[config.mk]
export PLATFORM = sky130hd
export DESIGN_NAME = stage_sequencer
export DESIGN_NICKNAME = d
export VERILOG_FILES = /design/src/rtl/stage_sequencer.sv
export SDC_FILE = /design/constraint.sdc
export NUM_CORES = 1
export LEC_CHECK = 0
export CAP_MARGIN = 25
export CORE_ASPECT_RATIO = 1.4
export CORE_MARGIN = 5
export CORE_UTILIZATION = 26
export DETAILED_ROUTE_END_ITERATION = 8
export PLACE_DENSITY = 0.51
export SLEW_MARGIN = 10
export SYNTH_ARGS = -nofsm -noshare
export SYNTH_HDL_FRONTEND = slang
export SYNTH_SLANG_ARGS = --single-unit
[constraint.sdc]
create_clock -name Clk -period 5.6 [get_ports Clk]
set_input_delay 0.84 -clock Clk [delete_from_list [all_inputs] [get_ports Clk]]
set_output_delay 0.84 -clock Clk [all_outputs]
set_load 0.01 [all_outputs]
[src/rtl/stage_sequencer.sv]
`default_nettype none
// ============================================================================
//  Module      : stage_sequencer
//  Description : Parametrised stage flow controller for the AES datapath.
//                Drives NUM_STAGES one-hot enables in ascending index order,
//                advancing when the active stage raises its ready. Stages can
//                be skipped per run through a mask sampled at Start. Includes
//                Start/Abort control, optional automatic restart, a per-stage
//                watchdog with sticky Error, and Done/Busy status.
//
//  Parameters  : NUM_STAGES   number of sequenced stages (2..16)
//                IDX_W        width of CurStage, 2**IDX_W >= NUM_STAGES
//                TO_W         width of watchdog counter / TimeoutLimit
//                AUTO_RESTART 1 = loop back to the first enabled stage after
//                             Done without waiting for Start
//
//  Ports       : Clk          system clock, rising edge
//                Rst          asynchronous active-high reset
//                Start        begin a run (accepted only in IDLE)
//                Abort        synchronous return to IDLE, clears Error
//                SkipMask     bit i = 1 skips stage i (sampled at Start)
//                TimeoutLimit cycles allowed per stage, 0 = no watchdog
//                StageRy      ready/done from each stage
//                StageEn      one-hot enable of the active stage
//                CurStage     index of the active stage, 0 when none
//                Busy         high while a stage is being run
//                Done         one-cycle pulse at run completion
//                Error        sticky watchdog error
//                RunCycles    RUN-cycle count of the last completed run
//
//  Build macro : STAGE_SEQ_CYCLE_COUNT_EN -- when defined, builds the 32-bit
//                run-cycle counter behind RunCycles; otherwise RunCycles = 0.
//
//  Revision    : 1.0 - initial release
// ============================================================================
module stage_sequencer #(
    parameter int NUM_STAGES   = 6,
    parameter int IDX_W        = 4,
    parameter int TO_W         = 16,
    parameter int AUTO_RESTART = 0
) (
    input  logic                  Clk,
    input  logic                  Rst,
    input  logic                  Start,
    input  logic                  Abort,
    input  logic [NUM_STAGES-1:0] SkipMask,
    input  logic [TO_W-1:0]       TimeoutLimit,
    input  logic [NUM_STAGES-1:0] StageRy,
    output logic [NUM_STAGES-1:0] StageEn,
    output logic [IDX_W-1:0]      CurStage,
    output logic                  Busy,
    output logic                  Done,
    output logic                  Error,
    output logic [31:0]           RunCycles
);

    typedef enum logic [1:0] {
        ST_IDLE = 2'd0,
        ST_RUN  = 2'd1,
        ST_DONE = 2'd2,
        ST_ERR  = 2'd3
    } state_t;

    localparam logic [TO_W-1:0] c_WdogMax = '1;

    state_t                  r_state;
    state_t                  w_nextState;
    logic [NUM_STAGES-1:0]   r_mask;
    logic [TO_W-1:0]         r_wdog;
    logic [TO_W-1:0]         w_wdogNext;
    logic [TO_W-1:0]         w_wdogInc;
    logic                    w_wdogHit;
    logic [IDX_W-1:0]        w_nextIdx;
    logic [NUM_STAGES-1:0]   w_nextOneHot;
    logic                    w_loadMask;
    logic                    w_stageReady;
    logic [IDX_W:0]          w_startHit;
    logic [IDX_W:0]          w_succHit;
    logic [IDX_W:0]          w_restartHit;

    // Lowest unskipped stage index >= lo. Result MSB flags "found".
    function automatic logic [IDX_W:0] findStage(
        input logic [NUM_STAGES-1:0] mask,
        input int                    lo
    );
        logic [IDX_W:0] res;
        res = '0;
        for (int i = NUM_STAGES - 1; i >= 0; i--) begin
            if ((i >= lo) && !mask[i]) begin
                res = {1'b1, IDX_W'(i)};
            end
        end
        return res;
    endfunction

    assign w_startHit   = findStage(SkipMask, 0);
    assign w_succHit    = findStage(r_mask, int'(CurStage) + 1);
    assign w_restartHit = findStage(r_mask, 0);

    // StageEn is one-hot on the active stage in RUN and zero elsewhere, so
    // masking with it picks the active ready and ignores all other stages.
    assign w_stageReady = |(StageRy & StageEn);

    assign w_wdogInc = (r_wdog == c_WdogMax) ? r_wdog : (r_wdog + TO_W'(1));
    assign w_wdogHit = (TimeoutLimit != '0) && (w_wdogInc >= TimeoutLimit);

    assign w_nextOneHot = {{(NUM_STAGES-1){1'b0}}, 1'b1} << w_nextIdx;

    always_comb begin
        w_nextState = r_state;
        w_nextIdx   = CurStage;
        w_wdogNext  = r_wdog;
        w_loadMask  = 1'b0;
        if (Abort) begin
            w_nextState = ST_IDLE;
            w_wdogNext  = '0;
        end else begin
            case (r_state)
                ST_IDLE: begin
                    if (Start) begin
                        w_loadMask = 1'b1;
                        w_wdogNext = '0;
                        if (w_startHit[IDX_W]) begin
                            w_nextState = ST_RUN;
                            w_nextIdx   = w_startHit[IDX_W-1:0];
                        end else begin
                            w_nextState = ST_DONE;
                        end
                    end
                end
                ST_RUN: begin
                    // Ready takes precedence over a watchdog hit in the same cycle.
                    if (w_stageReady) begin
                        w_wdogNext = '0;
                        if (w_succHit[IDX_W]) begin
                            w_nextState = ST_RUN;
                            w_nextIdx   = w_succHit[IDX_W-1:0];
                        end else begin
                            w_nextState = ST_DONE;
                        end
                    end else if (w_wdogHit) begin
                        w_nextState = ST_ERR;
                    end else begin
                        w_wdogNext = w_wdogInc;
                    end
                end
                ST_DONE: begin
                    // With every stage masked there is nothing to restart into,
                    // so an auto-restart build falls back to IDLE in that case.
                    if ((AUTO_RESTART != 0) && w_restartHit[IDX_W]) begin
                        w_nextState = ST_RUN;
                        w_nextIdx   = w_restartHit[IDX_W-1:0];
                        w_wdogNext  = '0;
                    end else begin
                        w_nextState = ST_IDLE;
                    end
                end
                ST_ERR: begin
                    w_nextState = ST_ERR;
                end
                default: begin
                    w_nextState = ST_IDLE;
                end
            endcase
        end
    end

    // State and all status outputs are registered together from the next
    // state, so outputs never depend combinationally on inputs.
    always_ff @(posedge Clk or posedge Rst) begin
        if (Rst) begin
            r_state  <= ST_IDLE;
            r_mask   <= '0;
            r_wdog   <= '0;
            StageEn  <= '0;
            CurStage <= '0;
            Busy     <= 1'b0;
            Done     <= 1'b0;
            Error    <= 1'b0;
        end else begin
            r_state <= w_nextState;
            r_wdog  <= w_wdogNext;
            if (w_loadMask) begin
                r_mask <= SkipMask;
            end
            StageEn  <= (w_nextState == ST_RUN) ? w_nextOneHot : '0;
            CurStage <= (w_nextState == ST_RUN) ? w_nextIdx : '0;
            Busy     <= (w_nextState == ST_RUN);
            Done     <= (w_nextState == ST_DONE);
            Error    <= (w_nextState == ST_ERR);
        end
    end

`ifdef STAGE_SEQ_CYCLE_COUNT_EN
    logic [31:0] r_cycCnt;
    logic [31:0] w_cycInc;
    logic        w_clrCnt;

    assign w_cycInc = (r_cycCnt == 32'hFFFF_FFFF) ? r_cycCnt : (r_cycCnt + 32'd1);
    // Entering RUN from outside RUN means a fresh run (Start or auto-restart).
    assign w_clrCnt = (w_nextState == ST_RUN) && (r_state != ST_RUN);

    always_ff @(posedge Clk or posedge Rst) begin
        if (Rst) begin
            r_cycCnt  <= '0;
            RunCycles <= '0;
        end else begin
            if (w_clrCnt) begin
                r_cycCnt <= '0;
            end else if (r_state == ST_RUN) begin
                r_cycCnt <= w_cycInc;
            end
            // Capture includes the final RUN cycle; an all-skipped run has none.
            if (w_nextState == ST_DONE) begin
                RunCycles <= (r_state == ST_RUN) ? w_cycInc : '0;
            end
        end
    end
`else
    assign RunCycles = '0;
`endif

endmodule
`default_nettype wire

# Yosys cells after proc, flatten, opt, wreduce, memory -nomap -nowiden
# Index checks and enable logic that the tools add are counted.
dict set report op_classes {
  add_sub_neg 2
  mul 0
  div_mod_pow 0
  magnitude_cmp 7
  n_eq_ne 9
  n_shift 1
  n_mux 36
  bitwise 1
  reduce_logical 18
}
# op n
set ops {}
lappend ops {{$mux 16} 5}
lappend ops {{$mux 5} 12}
lappend ops {{$pmux 16 s2} 1}
lappend ops {{$mux 4} 6}
lappend ops {{$add 16x1->16 const B} 1}
lappend ops {{$eq 16x16->1 const B} 1}
lappend ops {{$ge 16x16->1} 1}
lappend ops {{$reduce_bool 16->1} 1}
lappend ops {{$mux 2} 6}
lappend ops {{$ge 1x5->1 const A} 2}
lappend ops {{$ge 2x5->1 const A} 2}
lappend ops {{$ge 3x5->1 const A} 2}
lappend ops {{$eq 2x2->1 const B} 4}
lappend ops {{$pmux 2 s4} 1}
lappend ops {{$pmux 4 s2} 1}
lappend ops {{$logic_and 1x1->1} 7}
lappend ops {{$and 6x6->6} 1}
lappend ops {{$logic_not 1->1} 6}
lappend ops {{$mux 6} 1}
lappend ops {{$reduce_or 6->1} 1}
lappend ops {{$shl 1x4->6 const A} 1}
lappend ops {{$add 4x1->5 const B} 1}
lappend ops {{$eq 2x1->1 const B} 2}
lappend ops {{$ne 4x4->1 const B} 1}
lappend ops {{5 further kinds} 7}
dict set report totals {
  reg_bits 37
  latch_bits 0
  ram_bits 0
  romBits 0
  in_bits 32
  word_cells 82
  mem_count 0
}

# Longest topological paths before layout
# Gate-level depths: netlist of run 1.
dict set report depth {
  ltp_word 15
  depth_mapped 17
  depth_no_buf 15
}

# Least setup slack after synthesis of run 1
# No wires, ideal clock.
dict set report synth_timing {
  path_type {register to register}
  startpoint {register r_wdog[4]}
  endpoint {register r_wdog[9]}
  arrival_ns 3.291
  path_slack_ns 2.179
  stages_incl_launch_ff 18
  period_less_slack_ns 3.421
  path_cell_list {dfrtp_1 clkbuf_2 nand4_1 nor2_1 nand3_1 nor3_1 and3_1 mux2i_1 inv_1 ha_1 nand2_1 o21a_1 and2_1 a221o_1 o31ai_4 or2_1 buf_4 o22ai_2}
}
dict set report synth_via {
  elab_chain_len 6
  word_cells_on_any_way 11
  cone_classes {add/sub (1); order compare (1); eq/ne (2); mux (5); reduce/logical (2)}
}
# item line_no
set synth_lines {}
lappend synth_lines {{start: declaration} 69} ;# logic [TO_W-1:0] r_wdog;
lappend synth_lines {{start signal: assignment} 182} ;# r_wdog <= w_wdogNext;
lappend synth_lines {{$add 16x1->16 / $eq 16x16->1 (equally long branches)} 104} ;# assign w_wdogInc = (r_wdog == c_WdogMax) ? r_wdog : (r_wdog + TO_W'(1));
lappend synth_lines {{$mux 16 (*)} 104}
lappend synth_lines {{$ge 16x16->1 / $mux 16 (equally long branches)} {105, 141}}
lappend synth_lines {{$logic_and 1x1->1 / $mux 16 (equally long branches)} {105, 133}}
lappend synth_lines {{$ne 4x4->1 (no line) / $pmux 16 s2 (equally long branches)} -}
lappend synth_lines {{$reduce_and 3->1 (no line) / $mux 16 (equally long branches)} -}
# Every way passes the cells marked *; elsewhere a longest branch is shown, timed or not. The select of a mux whose other input is x is not followed.
# A chain may end at the register's enable or synchronous reset.

# Worst setup path after layout of run 1
# Ends and elaborated chain as after synthesis.

==> qor.yml, run 1 <==
post_cts_buffers: 0
slew_violations: 0
power_frac_comb: 0.213
rsz0062_at_grt: "no"
place.gp.congestion: 0.842
track_usage: 0.107
grt_max_degree: 38
crit_path_top_delay_cell: "o31ai_4"
intPower_mw: 0.543
multi_input_comb_area_um2: 1870
hold_violations: 0
grt-ovfl-total: 0
clk_transition_reported_paths_ps: 60
drt-wirelength-per-cell_um: 13.8
fin_setup_tns_ps: 0
antenna_found_initial: 0
power_density_nw_per_um2: 202
fp.dieH_um: 139
slew_headroom: 0.598
ir_drop_uv: 134
core-area_um2: 11800
portBuffers: 44
cts_resized: 0
start_util: 0.263
grt_pass1_vias: 2622
cp.required_ps: 5740
fp-row-count: 47
cts_buffers: 5
p_clk_frac: 0.392
synth_warnings: 0
most-common-layout-cells: "44 x clkdlybuf4s50_1, 37 x dfrtp_1, 32 x conb_1"
die-area_um2: 14200
drtIter0Drc: 70
ys_ff_latch: 37
area.growth.synth_to_final_pct: 20.0
async_flop_share: 1.00
cts_tree: "done"
detailedPlacementHpwl_um: 6150
period_minus_slack_ps: 4200
final_common_cell: "clkdlybuf4s50_1"
drc: 0
synth_cells: 367
setup_viol: 0
crit_path_end_kind: "flop"
setup_ws_ps: 1400
clkSinkCount: 37
p_switching_mw: 0.209
min_path_type: "reg2reg"
p_leak_nw: 1.73
cts_max_level: 2
cp-start-kind: "flop"
worst_pin_slew_ps: 601
critical_path_class: "reg2reg"
cpPeakStageDelay_ps: 540
max-cap-violations: 0
outcome: "finished, final reports clean"
io-pin-count: 77
die_w_um: 102
root_buffer: "clkbuf_16"
cpLargestDelayFamily: "simple AND/OR/NAND/NOR gates"
hold_ws_ps: 517
arrival_ps: 4340
yosys.cell_types.count: 61
drt-total-wl_um: 7710
n_antenna_cell: 0
num-nets-final: 462
antenna_left: 0
cts_buffer_depth: 2
vias_per_cell: 4.73
fmax_mhz: 238
worstPathMaxFanout: 15
synth_edf_count: 0
vias: 2642
finClkSkew_ps: 6.33
p_seq_frac: 0.395
syn_area_per_cell_um2: 8.43
drive_gt1_frac: 0.0730
detail_route.first_pass.iterations: 4
crit_chain: "nand4_1 > nor2_1 > nand3_1 > nor3_1 > and3_1 > mux2i_1 > inv_1 > ha_1 > nand2_1 > o21a_1 > and2_1 > a221o_1 > o31ai_4 > or2_1 > o22ai_2"
grt_pass1_wl_um: 12400
dpl_worst_slack_ps: 1390
clock_latency_ps: 270
fill_cells: 1281
p_sw_frac: 0.278
synth_ff_type: "dfrtp_1"
fin_crit_sh: 0.751
netlist_area_um2: 3100
worst-path-buf-inv: 1
register_area_um2: 926
cts_hold_buf: 0
synth.yosys.seq_area_share: 0.299
## cell families (layout without fill, tap and decap cells)
group | count (synthesis) | count (layout) | share of synthesized area
AOI/OAI and AO/OA | 96 | 96 | 0.228
and+or+nand+nor | 123 | 123 | 0.198
adders and majority gates | 20 | 20 | 0.0808
DFF | 37 | 37 | 0.299
buffers and inverters | 72 | 85 | 0.133
other | 1 | 32 | 0.00121
muxes | 10 | 10 | 0.0364
xor gates and xnor gates | 8 | 8 | 0.0226
## power by group through the flow
stage                     clock network (mW)  logic (mW)  registers, mW
after floorplan                            0       0.124          0.296
after global placement                     0       0.158          0.301
after detailed placement                   0       0.160          0.302
after CTS                              0.302       0.161          0.297
after global routing                   0.313       0.180          0.300
final                                  0.295       0.160          0.297
## area by class of cell
cell class | count | share of cell area
sequential | 37 | 0.249
multi-input combinational | 289 | 0.505
inverter | 31 | 0.0313
timing repair buffer | 46 | 0.123
clock buffer | 7 | 0.0411
tap | 147 | 0.0495
clock inverter | 1 | 0.00135
## through the flow
stage | utilization | std cells | power [mW] | area, um2
2_1_floorplan | - | 398 | 0.420 | 3210
3_3_place_gp | 0.302 | 550 | 0.460 | 3560
3_5_place_dp | 0.302 | 550 | 0.462 | 3560
4_1_cts | 0.316 | 558 | 0.761 | 3710
5_1_grt | 0.316 | 558 | 0.792 | 3710
6_report | 0.316 | 558 | 0.752 | 3710
## final timing paths
check / slack [ps] / endpoint / depth (start not counted) / startpoint
setup / recovery: 1400 / r_wdog[9] / 15 / r_wdog[4]
hold / removal: 520 / r_mask[5] / 1 / r_mask[5]
setup reg to reg: 1400 / r_wdog[9] / 15 / r_wdog[4]
hold reg to reg: 520 / r_mask[5] / 1 / r_mask[5]
max in group asynchronous: 4270 / r_wdog[9] / 3 / Rst
min in group asynchronous: 990 / r_mask[5] / 3 / Rst
## worst register-to-register path: cells and delay by family (launching register included)
kind	cells	cell delay [ps]
compound gates	4	1270
fa+ha+maj	1	310
buf+inv	1	70
flops	1	450
mux	1	230
simple gates	8	1720
## flip-flops by register name, indices dropped and copies added, names as in the netlist
name and cells:
r_state 2, Busy 1, Done 1, Error 1, StageEn 6, r_mask 6, r_wdog 16, CurStage 4
## per-layer routing
metal / track usage / wire, um / share of wire / vias up
li1: - / - / - / 1340
met3: 0.0166 / 385 / 0.050 / 8
met5: 0 / 0 / 0 / -
met2: 0.197 / 3990 / 0.52 / 65
met4: 0.0263 / 96 / 0.012 / 0
met1: 0.126 / 3240 / 0.42 / 1229
## synthesized netlist by cell type, drive strengths merged, types with 4 or more instances
library cell | instances | share of area
a21oi | 16 | 0.028
ha | 20 | 0.081
dfrtp | 37 | 0.30
nand2 | 31 | 0.038
nand2b | 7 | 0.014
inv | 31 | 0.038
o21a | 5 | 0.012
o31ai | 14 | 0.038
or3 | 5 | 0.010
and3 | 6 | 0.012
nand3 | 10 | 0.018
o211a | 4 | 0.013
a21o | 5 | 0.012
mux2 | 7 | 0.027
nor2b | 4 | 0.0081
o21ai | 16 | 0.027
buf | 38 | 0.091
nand4 | 5 | 0.010
xnor2 | 5 | 0.014
o21bai | 5 | 0.012
nor2 | 30 | 0.037
a31oi | 6 | 0.014
nor4 | 7 | 0.018
nor3 | 10 | 0.016
Power figures use the tool's default switching activity.
==> run 2: changes to the inputs <==
==> constraint.sdc (replaced) <==
create_clock -name Clk -period 4.3 [get_ports Clk]
set_input_delay 0.645 -clock Clk [delete_from_list [all_inputs] [get_ports Clk]]
set_output_delay 0.645 -clock Clk [all_outputs]
set_load 0.01 [all_outputs]
==> run 2 against run 1 <==
Critical path depth unchanged; register-to-register slack worse by 970 ps; first-iteration DRC count is 1.4% lower; clock-buffer cell count is the same; clock skew grew 4.1 ps.
==> qor.yml, run 2 (synthesis gave the netlist of run 1 again) <==
cts_tree: "done"
power_density_nw_per_um2: 263
die-area_um2: 14200
slew_headroom: 0.585
detailedPlacementHpwl_um: 6040
num-nets-final: 464
most-common-layout-cells: "44 x clkdlybuf4s50_1, 37 x dfrtp_1, 32 x conb_1"
clkSinkCount: 37
vias: 2671
fmax_mhz: 258
worstPathMaxFanout: 8
rsz0062_at_grt: "no"
finClkSkew_ps: 10.4
drtIter0Drc: 69
clock_latency_ps: 280
finalInstanceArea_um2: 3730
outcome: "finished, final reports clean"
critical_path_class: "reg2reg"
cts_buffer_depth: 2
die_w_um: 102
clk_transition_reported_paths_ps: 60
start_util: 0.263
root_buffer: "clkbuf_16"
cpPeakStageDelay_ps: 450
cts_resized: 0
setup_ws_ps: 430
cp-start-kind: "flop"
grt_pass1_vias: 2630
setup_viol: 0
crit_path_end_kind: "flop"
largest_register_ffs: 16
drc: 0
io-pin-count: 77
regMostFlops: "r_wdog"
fin_crit_sh: 0.900
antenna_left: 0
grt_max_degree: 38
drive_gt1_frac: 0.0775
worst_pin_slew_ps: 614
drt-total-wl_um: 7610
place.gp.congestion: 0.843
antenna_found_initial: 0
hold_ws_ps: 510
detail_route.first_pass.iterations: 4
dpl_worst_slack_ps: 393
area.growth.synth_to_final_pct: 20.5
final_common_cell: "clkdlybuf4s50_1"
portBuffers: 44
track_usage: 0.106
ir_drop_uv: 146
arrival_ps: 4020
min_path_type: "reg2reg"
drt-wirelength-per-cell_um: 13.6
post_cts_buffers: 0
hold_violations: 0
crit_chain: "nand4_1 > nor2_1 > nand3_1 > nor3_1 > and3_1 > mux2i_1 > inv_1 > ha_1 > nand2_1 > o21a_1 > and2_1 > a221o_1 > o31ai_4 > or2_1 > o22ai_2"
vias_per_cell: 4.77
period_minus_slack_ps: 3870
place_area_um2: 3570
reg_top3: "r_wdog: 16 flops, StageEn: 6 flops, r_mask: 6 flops"
grt_pass1_wl_um: 12300
worst-path-buf-inv: 1
slew_violations: 0
fp-row-count: 47
crit_path_top_delay_cell: "dfrtp_1"
p_leak_nw: 1.74
n_antenna_cell: 0
max-cap-violations: 0
fin_setup_tns_ps: 0
cts_buffers: 5
grt-ovfl-total: 0
cts_hold_buf: 0
fill_cells: 1292
fp.dieH_um: 139
cts_max_level: 2
cpLargestDelayFamily: "simple AND/OR/NAND/NOR gates"
cp.required_ps: 4450
core-area_um2: 11800
==> run 2: per-stage QoR <==
step	total power, mW	std cells	utilization
final	0.982	560	0.317
after CTS	0.991	560	0.317
after global routing	1.03	560	0.317
after global placement	0.599	552	0.304
after detailed placement	0.601	552	0.304
after floorplan	0.547	398	-
==> run 2: where the power goes <==
group          switching, mW  total (mW)  leakage (nW)  internal (mW)
clock                  0.141       0.387        0.0799          0.246
sequential            0.0203       0.386         0.499          0.366
combinational          0.113       0.208          1.16         0.0958
==> run 2: per-layer routing <==
layer	global-route usage	vias to the layer above	part of all wire
met5	0	-	0
li1	-	1342	-
met4	0.0256	0	0.015
met3	0.0161	10	0.065
met2	0.188	86	0.50
met1	0.132	1233	0.42
==> run 2: final timing paths <==
kind / from / endpoint / slack, ps / cells past startpoint
worst max-delay path: r_wdog[4] / r_wdog[9] / 430 / 15
worst min-delay path: r_wdog[10] / r_wdog[10] / 510 / 2
worst max register to register: r_wdog[4] / r_wdog[9] / 430 / 15
worst min register to register: r_wdog[10] / r_wdog[10] / 510 / 2
max in group asynchronous: Rst / r_mask[3] / 3170 / 3
min in group asynchronous: Rst / r_wdog[8] / 790 / 3
==> run 2: layout make-up <==
cell class | instances | area, um2 | area share
clock inverters | 1 | 5.00 | 0.00134
clock buffers | 7 | 153 | 0.0409
multi-input cells | 289 | 1870 | 0.503
flip-flops and latches | 37 | 926 | 0.248
inverters | 31 | 116 | 0.0312
repair buffers | 48 | 470 | 0.126
well taps | 147 | 184 | 0.0493
==> run 2: worst min-delay path: cells and delay by family, from the launching register on <==
family           cells  cell delay [ps]
AND/OR/NAND/NOR      1               60
AO/OA/AOI/OAI        1               60
flip-flops           1              360
==> run 3: changes to the inputs <==
--- a/config.mk
+++ b/config.mk
@@ -10,7 +10,7 @@
 export CORE_MARGIN = 5
 export CORE_UTILIZATION = 26
 export DETAILED_ROUTE_END_ITERATION = 8
-export PLACE_DENSITY = 0.51
+export PLACE_DENSITY = 0.52
 export SLEW_MARGIN = 10
 export SYNTH_ARGS = -nofsm -noshare
 export SYNTH_HDL_FRONTEND = slang
==> constraint.sdc (replaced) <==
create_clock -name Clk -period 3.56 [get_ports Clk]
set_input_delay 0.534 -clock Clk [delete_from_list [all_inputs] [get_ports Clk]]
set_output_delay 0.534 -clock Clk [all_outputs]
set_load 0.01 [all_outputs]
==> run 3 against run 2 <==
Register-to-register slack worse by 410 ps; fmax is 9.3% higher; utilization up 2.3 points; combinational power increased by 26%; final cell count is 4.1% higher; global-route usage increased by 0.52 points; largest cell class unchanged; cell area increased by 7.2%; critical path type unchanged.
==> qor.yml, run 3 (synthesis gave the netlist of run 1 again) <==
fp.dieH_um: 139
fill_cells: 1271
drive_gt1_frac: 0.158
p_seq_frac: 0.392
detailedPlacementHpwl_um: 6260
cp-start-kind: "flop"
min_path_type: "reg2reg"
arrival_ps: 3700
fmax_mhz: 282
fin_crit_sh: 0.995
cts_max_level: 2
core-area_um2: 11800
period_minus_slack_ps: 3540
setup_viol: 0
root_buffer: "clkbuf_16"
place.gp.congestion: 0.825
vias: 2767
most-common-layout-cells: "44 x clkdlybuf4s50_1, 37 x dfrtp_1, 32 x conb_1"
hold_path_depth: 1
largest_register_ffs: 16
reg_top3: "r_wdog: 16 flops, StageEn: 6 flops, r_mask: 6 flops"
die-area_um2: 14200
cts_buffers: 5
clkSinkCount: 37
outcome: "finished, final reports clean"
clock_latency_ps: 270
slew_violations: 0
regMostFlops: "r_wdog"
antenna_left: 0
drc: 0
drt-wirelength-per-cell_um: 13.6
num-nets-final: 487
cp-startpoint: "r_wdog[6]"
io-pin-count: 77
power_density_nw_per_um2: 298
die_w_um: 102
rsz0062_at_grt: "yes"
critical_path_class: "reg2reg"
track_usage: 0.111
worst_pin_slew_ps: 591
p_total_mw: 1.19
worstPathMaxFanout: 8
post-route-util: 0.340
grt-ovfl-total: 0
p_leak_nw: 1.87
worstRegToRegCells: 16
p_switching_mw: 0.329
hold_violations: 0
antenna_found_initial: 0
cts_tree: "done"
finClkSkew_ps: 6.64
cp.required_ps: 3710
ir_drop_uv: 208
hold_ws_ps: 514
grt_max_degree: 38
area.growth.synth_to_final_pct: 29.1
power_frac_comb: 0.221
detail_route.first_pass.iterations: 4
portBuffers: 44
r2r-end: "r_wdog[4]"
r2r_slack_ps: 20
max-cap-violations: 0
grt_pass1_vias: 2745
crit_path_end_kind: "flop"
vias_per_cell: 4.75
intPower_mw: 0.861
drt-total-wl_um: 7930
r2r_start: "r_wdog[6]"
p_clk_frac: 0.387
slew_headroom: 0.605
n_antenna_cell: 0
clk_transition_reported_paths_ps: 60
p_sw_frac: 0.276
drtIter0Drc: 102
endpoint: "r_wdog[4]"
fp-row-count: 47
final_common_cell: "clkdlybuf4s50_1"
cts_buffer_depth: 2
start_util: 0.263
grt_pass1_wl_um: 12800
==> run 3: cell count changes in the layout (fill, tap and decap cells not counted), moves of 2 or more <==
cell     previous run  this run
buf_4               4        25
o21ai_0            13        10
o21ai_1             2         5
o31ai_1            13        10
buf_6               0         2
o31ai_2             0         2
==> run 3: stage by stage <==
stage | setup slack (ps) | instance area (um2) | TNS (ps) | instances
floorplan | 139 | 3210 | 0 | 398
global placement | 48.3 | 3690 | 0 | 568
detailed placement | -75.5 | 3690 | -482 | 568
CTS | 3.35 | 3850 | 0 | 576
global route | -170 | 4000 | -2320 | 583
finish | 18.1 | 4000 | 0 | 583
==> run 3: layer usage <==
layer | share of wire | wire, um | GRT usage
met2 | 0.51 | 4050 | 0.197
met5 | 0 | 0 | 0
met3 | 0.050 | 393 | 0.0161
met4 | 0.017 | 133 | 0.0352
met1 | 0.42 | 3350 | 0.135
==> run 3: power groups by stage <==
stage / sequential [mW] / clock (mW) / combinational [mW]
after floorplan: 0.466 / 0 / 0.195
after global placement: 0.474 / 0 / 0.250
after detailed placement: 0.475 / 0 / 0.252
after CTS: 0.468 / 0.471 / 0.255
after global routing: 0.471 / 0.492 / 0.293
final: 0.467 / 0.460 / 0.263
==> run 3: worst max-delay path, cell delays in order (launching register included) <==
cell	delay (ps)
dfrtp_1	350
nand4_1	200
buf_4	190
nor4_1	180
buf_4	170
nand3_2	100
nand2b_1	130
nor2_1	60
xnor2_1	220
inv_1	70
ha_1	280
and3_1	190
o21ai_0	90
a221o_1	420
o31ai_4	390
or2_4	290
o31ai_1	90
==> run 3: area by class of cell <==
| cell class | count | area [um2] | area share |
|---|---|---|---|
| Sequential cell | 37 | 926 | 0.232 |
| Timing Repair Buffer | 71 | 651 | 0.163 |
| Clock inverter | 1 | 5.00 | 0.00125 |
| Clock buffer | 7 | 153 | 0.0382 |
| Tap cell | 147 | 184 | 0.0460 |
| Inverter | 31 | 116 | 0.0291 |
| Multi-Input combinational cell | 289 | 1960 | 0.491 |
==> run 3: worst min-delay path by stage <==
stage	endpoint	from	slack [ps]
2_1_floorplan	r_wdog[10]	r_wdog[10]	470
3_3_place_gp	r_wdog[10]	r_wdog[10]	500
3_5_place_dp	r_mask[4]	r_mask[4]	500
4_1_cts	r_mask[4]	r_mask[4]	520
5_1_grt	r_mask[5]	r_mask[5]	550
6_report	r_mask[4]	r_mask[4]	510
==> run 3: what timing repair did <==
item	in CTS	in global routing
endpoints found under the setup margin	9	29
gates resized for setup	2	21
pin swaps	1	17
hold buffers	0	0
cloned	0	1
setup buffers	0	6
==> patch 1, RTL diff (flow settings as in run 2) <==
`IDX_W`: 4 -> 6.
--- a/src/rtl/stage_sequencer.sv
+++ b/src/rtl/stage_sequencer.sv
@@ -35,7 +35,7 @@
 // ============================================================================
 module stage_sequencer #(
     parameter int NUM_STAGES   = 6,
-    parameter int IDX_W        = 4,
+    parameter int IDX_W        = 6,
     parameter int TO_W         = 16,
     parameter int AUTO_RESTART = 0
 ) (
Ports: changed (resized CurStage); port bits go from 77 to 79. No check against the original RTL was run, so the function may have changed too.
==> patch 1 against run 2 <==
- via count grew 9.7%
- routed wire length grew 17%
- final area grew 7.3%
- total power grew 6.2%
- area after synthesis grew 6.9%
- die area grew 6.3%
- core utilization grew 0.48 points
- non-clock buffer count grew 3
- worst setup slack lost 180 ps
- global-route usage grew 1.4 points
- sequential cell count grew 2
- fmax shrank 4.4%
- count of clock-buffer cells in the layout shrank 1
- sequential share of layout area shrank 0.44 points
- largest cell class unchanged
- highest routed layer unchanged
==> patch 1: results (changes against run 2) <==
| Metric | Value |
|---|---|
| Clk cell area share | 4.346% (+0.12 points) |
| NetSw | 281.7 µW (+2.7%) |
| Clock Skews | 2.909 ps (-7.472 ps) |
| Outcome | completed |
| Initial DRC Count | 126 (+83%) |
| Sink Count | 39 (+5.4%) |
| Worst reg-to-reg setup slack | 250 ps (-180 ps) |
| Worst VDD drop | 0.0001195 V (-18%) |
| Pleak | 1.817 nW (+4.5%) |
| Layout clock buffer count | 6 (-1) |
| Pin count of the biggest net entering global routing | 40 (+5.3%) |
| First-pass GRT wire length | 14.54 mm (+19%) |
| TAP cells | 150 (+2.0%) |
| Multi-input gate area | 2049 µm² (+9.3%) |
| Sequential cell area | 975.9 µm² (+5.4%) |
| Peak per-stage delay on the critical path | 480 ps (+30 ps) |
| Hold_sp | r_mask[1] |
| Placed Cells incl. Taps | 564 (+2.2%) |
| FILL cells | 1307 (+1.2%) |
| Largest delay share family, worst path | compound AO/OA/AOI/OAI gates |
| Share of cells above drive strength 1 | 10.85% (+3.1 points) |
| Final Non-Filler Cells | 574 (+2.5%) |
| Average cell area after synthesis | 8.778 µm² (+4.1%) |
| Worst-Margin Slew | 568.0 ps (-45.50 ps) |
| Largest cells by area after synthesis | dfrtp_1, ha_1, buf_4, inv_1, mux2_2 |
-- patch 1: cell types whose count changed after synthesis, moves of 4 or more --
cell / change
nor2_1: -5
nor3_1: -4
nand2_1: -11
nor4_1: +4
o31ai_1: -7
o21ai_1: +7
buf_4: -4
nand3_1: +4
buf_2: +4
a22o_1: +5
-- patch 1: logic make-up (layout without fill, tap and decap cells) --
group	Yosys count	in the layout
compound gates	102	102
xor+xnor	12	12
fa+ha+maj	21	21
buf+inv	74	90
flops	39	39
mux	9	9
other cells	1	32
simple gates	119	119
-- patch 1: worst max path at each step --
stage / start / endpoint / cells after the start
after detailed placement: r_wdog[4] / StageEn[2] / 13
after global placement: r_wdog[4] / StageEn[2] / 13
after global routing: r_wdog[4] / StageEn[2] / 14
after floorplan: r_wdog[4] / r_wdog[9] / 16
after CTS: r_wdog[4] / StageEn[2] / 13
final: r_wdog[4] / r_wdog[11] / 14
==> patch 2, RTL diff (config.mk and constraints of run 2) <==
Made on the original files. `CurStage` no longer has a reset.
--- a/src/rtl/stage_sequencer.sv
+++ b/src/rtl/stage_sequencer.sv
@@ -173,7 +173,6 @@
             r_mask   <= '0;
             r_wdog   <= '0;
             StageEn  <= '0;
-            CurStage <= '0;
             Busy     <= 1'b0;
             Done     <= 1'b0;
             Error    <= 1'b0;
@@ -184,11 +183,14 @@
                 r_mask <= SkipMask;
             end
             StageEn  <= (w_nextState == ST_RUN) ? w_nextOneHot : '0;
-            CurStage <= (w_nextState == ST_RUN) ? w_nextIdx : '0;
             Busy     <= (w_nextState == ST_RUN);
             Done     <= (w_nextState == ST_DONE);
             Error    <= (w_nextState == ST_ERR);
         end
+    end
+
+    always_ff @(posedge Clk) begin
+        CurStage <= (w_nextState == ST_RUN) ? w_nextIdx : '0;
     end
 
 `ifdef STAGE_SEQ_CYCLE_COUNT_EN
Formal check against the unedited RTL: not equivalent (a bounded check fails within 4 cycles, from zero or initial values and one cycle with Rst high).
==> patch 2 against run 2 <==
- sequential power down 1%
- area after synthesis down 2.7%
- worst setup slack worse by 120 ps
- final area down 2.0%
- sequential cell count unchanged
- total power down 7.2%
- routed wire length down 1.7%
- largest cell class unchanged
==> patch 2: results (changes against run 2) <==
| Metric | Value |
|---|---|
| All-layer global routing usage | 11.13% (+0.55 points) |
| Drt first pass iters | 5 (+1) |
| GR Util met2 | 20.11% (+1.3 points) |
| Pleak | 1.732 nW (-0.40%) |
| Sequential fraction of the synthesis area | 30.08% (+0.17 points) |
| Synth cell count leaders | inv_1, buf_4, dfrtp_1 |
| Clock share of power | 39.5% (about the same) |
| Crit path launch | r_wdog[0] |
| Placed Cells incl. Taps | 545 (-1.3%) |
| CP arrival | 4170 ps (+150 ps) |
| DR vias | 2597 (-2.8%) |
| Gpl congestion | 0.8735 (+3.6%) |
| Outcome | completed |
| Routing usage on met3 | 1.976% (+0.37 points) |
| Min-Delay Endpoint | r_wdog[9] |
| Peak per-stage delay on the critical path | 420 ps (-30 ps) |
| Met2 WL | 3.801 mm (+0.34%) |
| Post-layout power | 910.8 µW (-7.2%) |
| First-pass GRT wire length | 12.32 mm (+0.45%) |
| Share of flip-flops with an asynchronous set or reset | 89.19% (-11 points) |
| Switching Share | 26.11% (-1.8 points) |
| End of the critical path | r_wdog[4] |
| FF-to-FF path depth | 16 (+1) |
| Pin count of the biggest net entering global routing | 34 (-11%) |
| Ratio of final minimum period to clock period | 92.87% (+2.9 points) |
| Fin nets | 461 (-0.65%) |
| WL met3 | 422 µm (-14%) |
| Flop pwr share | 41.8% (+2.4 points) |
-- patch 2: cell count changes in the layout (fill, tap and decap cells not counted), sizes merged, moves of 5 or more --
| cell | change |
|---|---|
| inv | +5 |
| nor2b | +7 |
| xnor2 | +5 |
| nor2 | -8 |
-- patch 2: layout make-up --
class	instances	area (µm²)	share of cell area [%]
tap	144	180.2	4.930
clock buffer	8	146.4	4.005
multi-input combinational	279	1804	49.37
sequential	37	905.9	24.79
inverter	36	135.1	3.697
timing repair buffer	50	483.0	13.21
-- patch 2: kinds of logic (layout without fill, tap and decap cells) --
| kind of cell | Yosys count | after routing | synth area share, % |
|---|---|---|---|
| other | 1 | 32 | 0.1245 |
| DFF | 37 | 37 | 30.08 |
| buffers and inverters | 80 | 94 | 14.37 |
| muxes | 9 | 9 | 3.240 |
| AOI/OAI and AO/OA | 84 | 84 | 19.44 |
| and+or+nand+nor | 123 | 123 | 21.23 |
| adders and majority gates | 20 | 20 | 8.309 |
| xor gates and xnor gates | 11 | 11 | 3.199 |
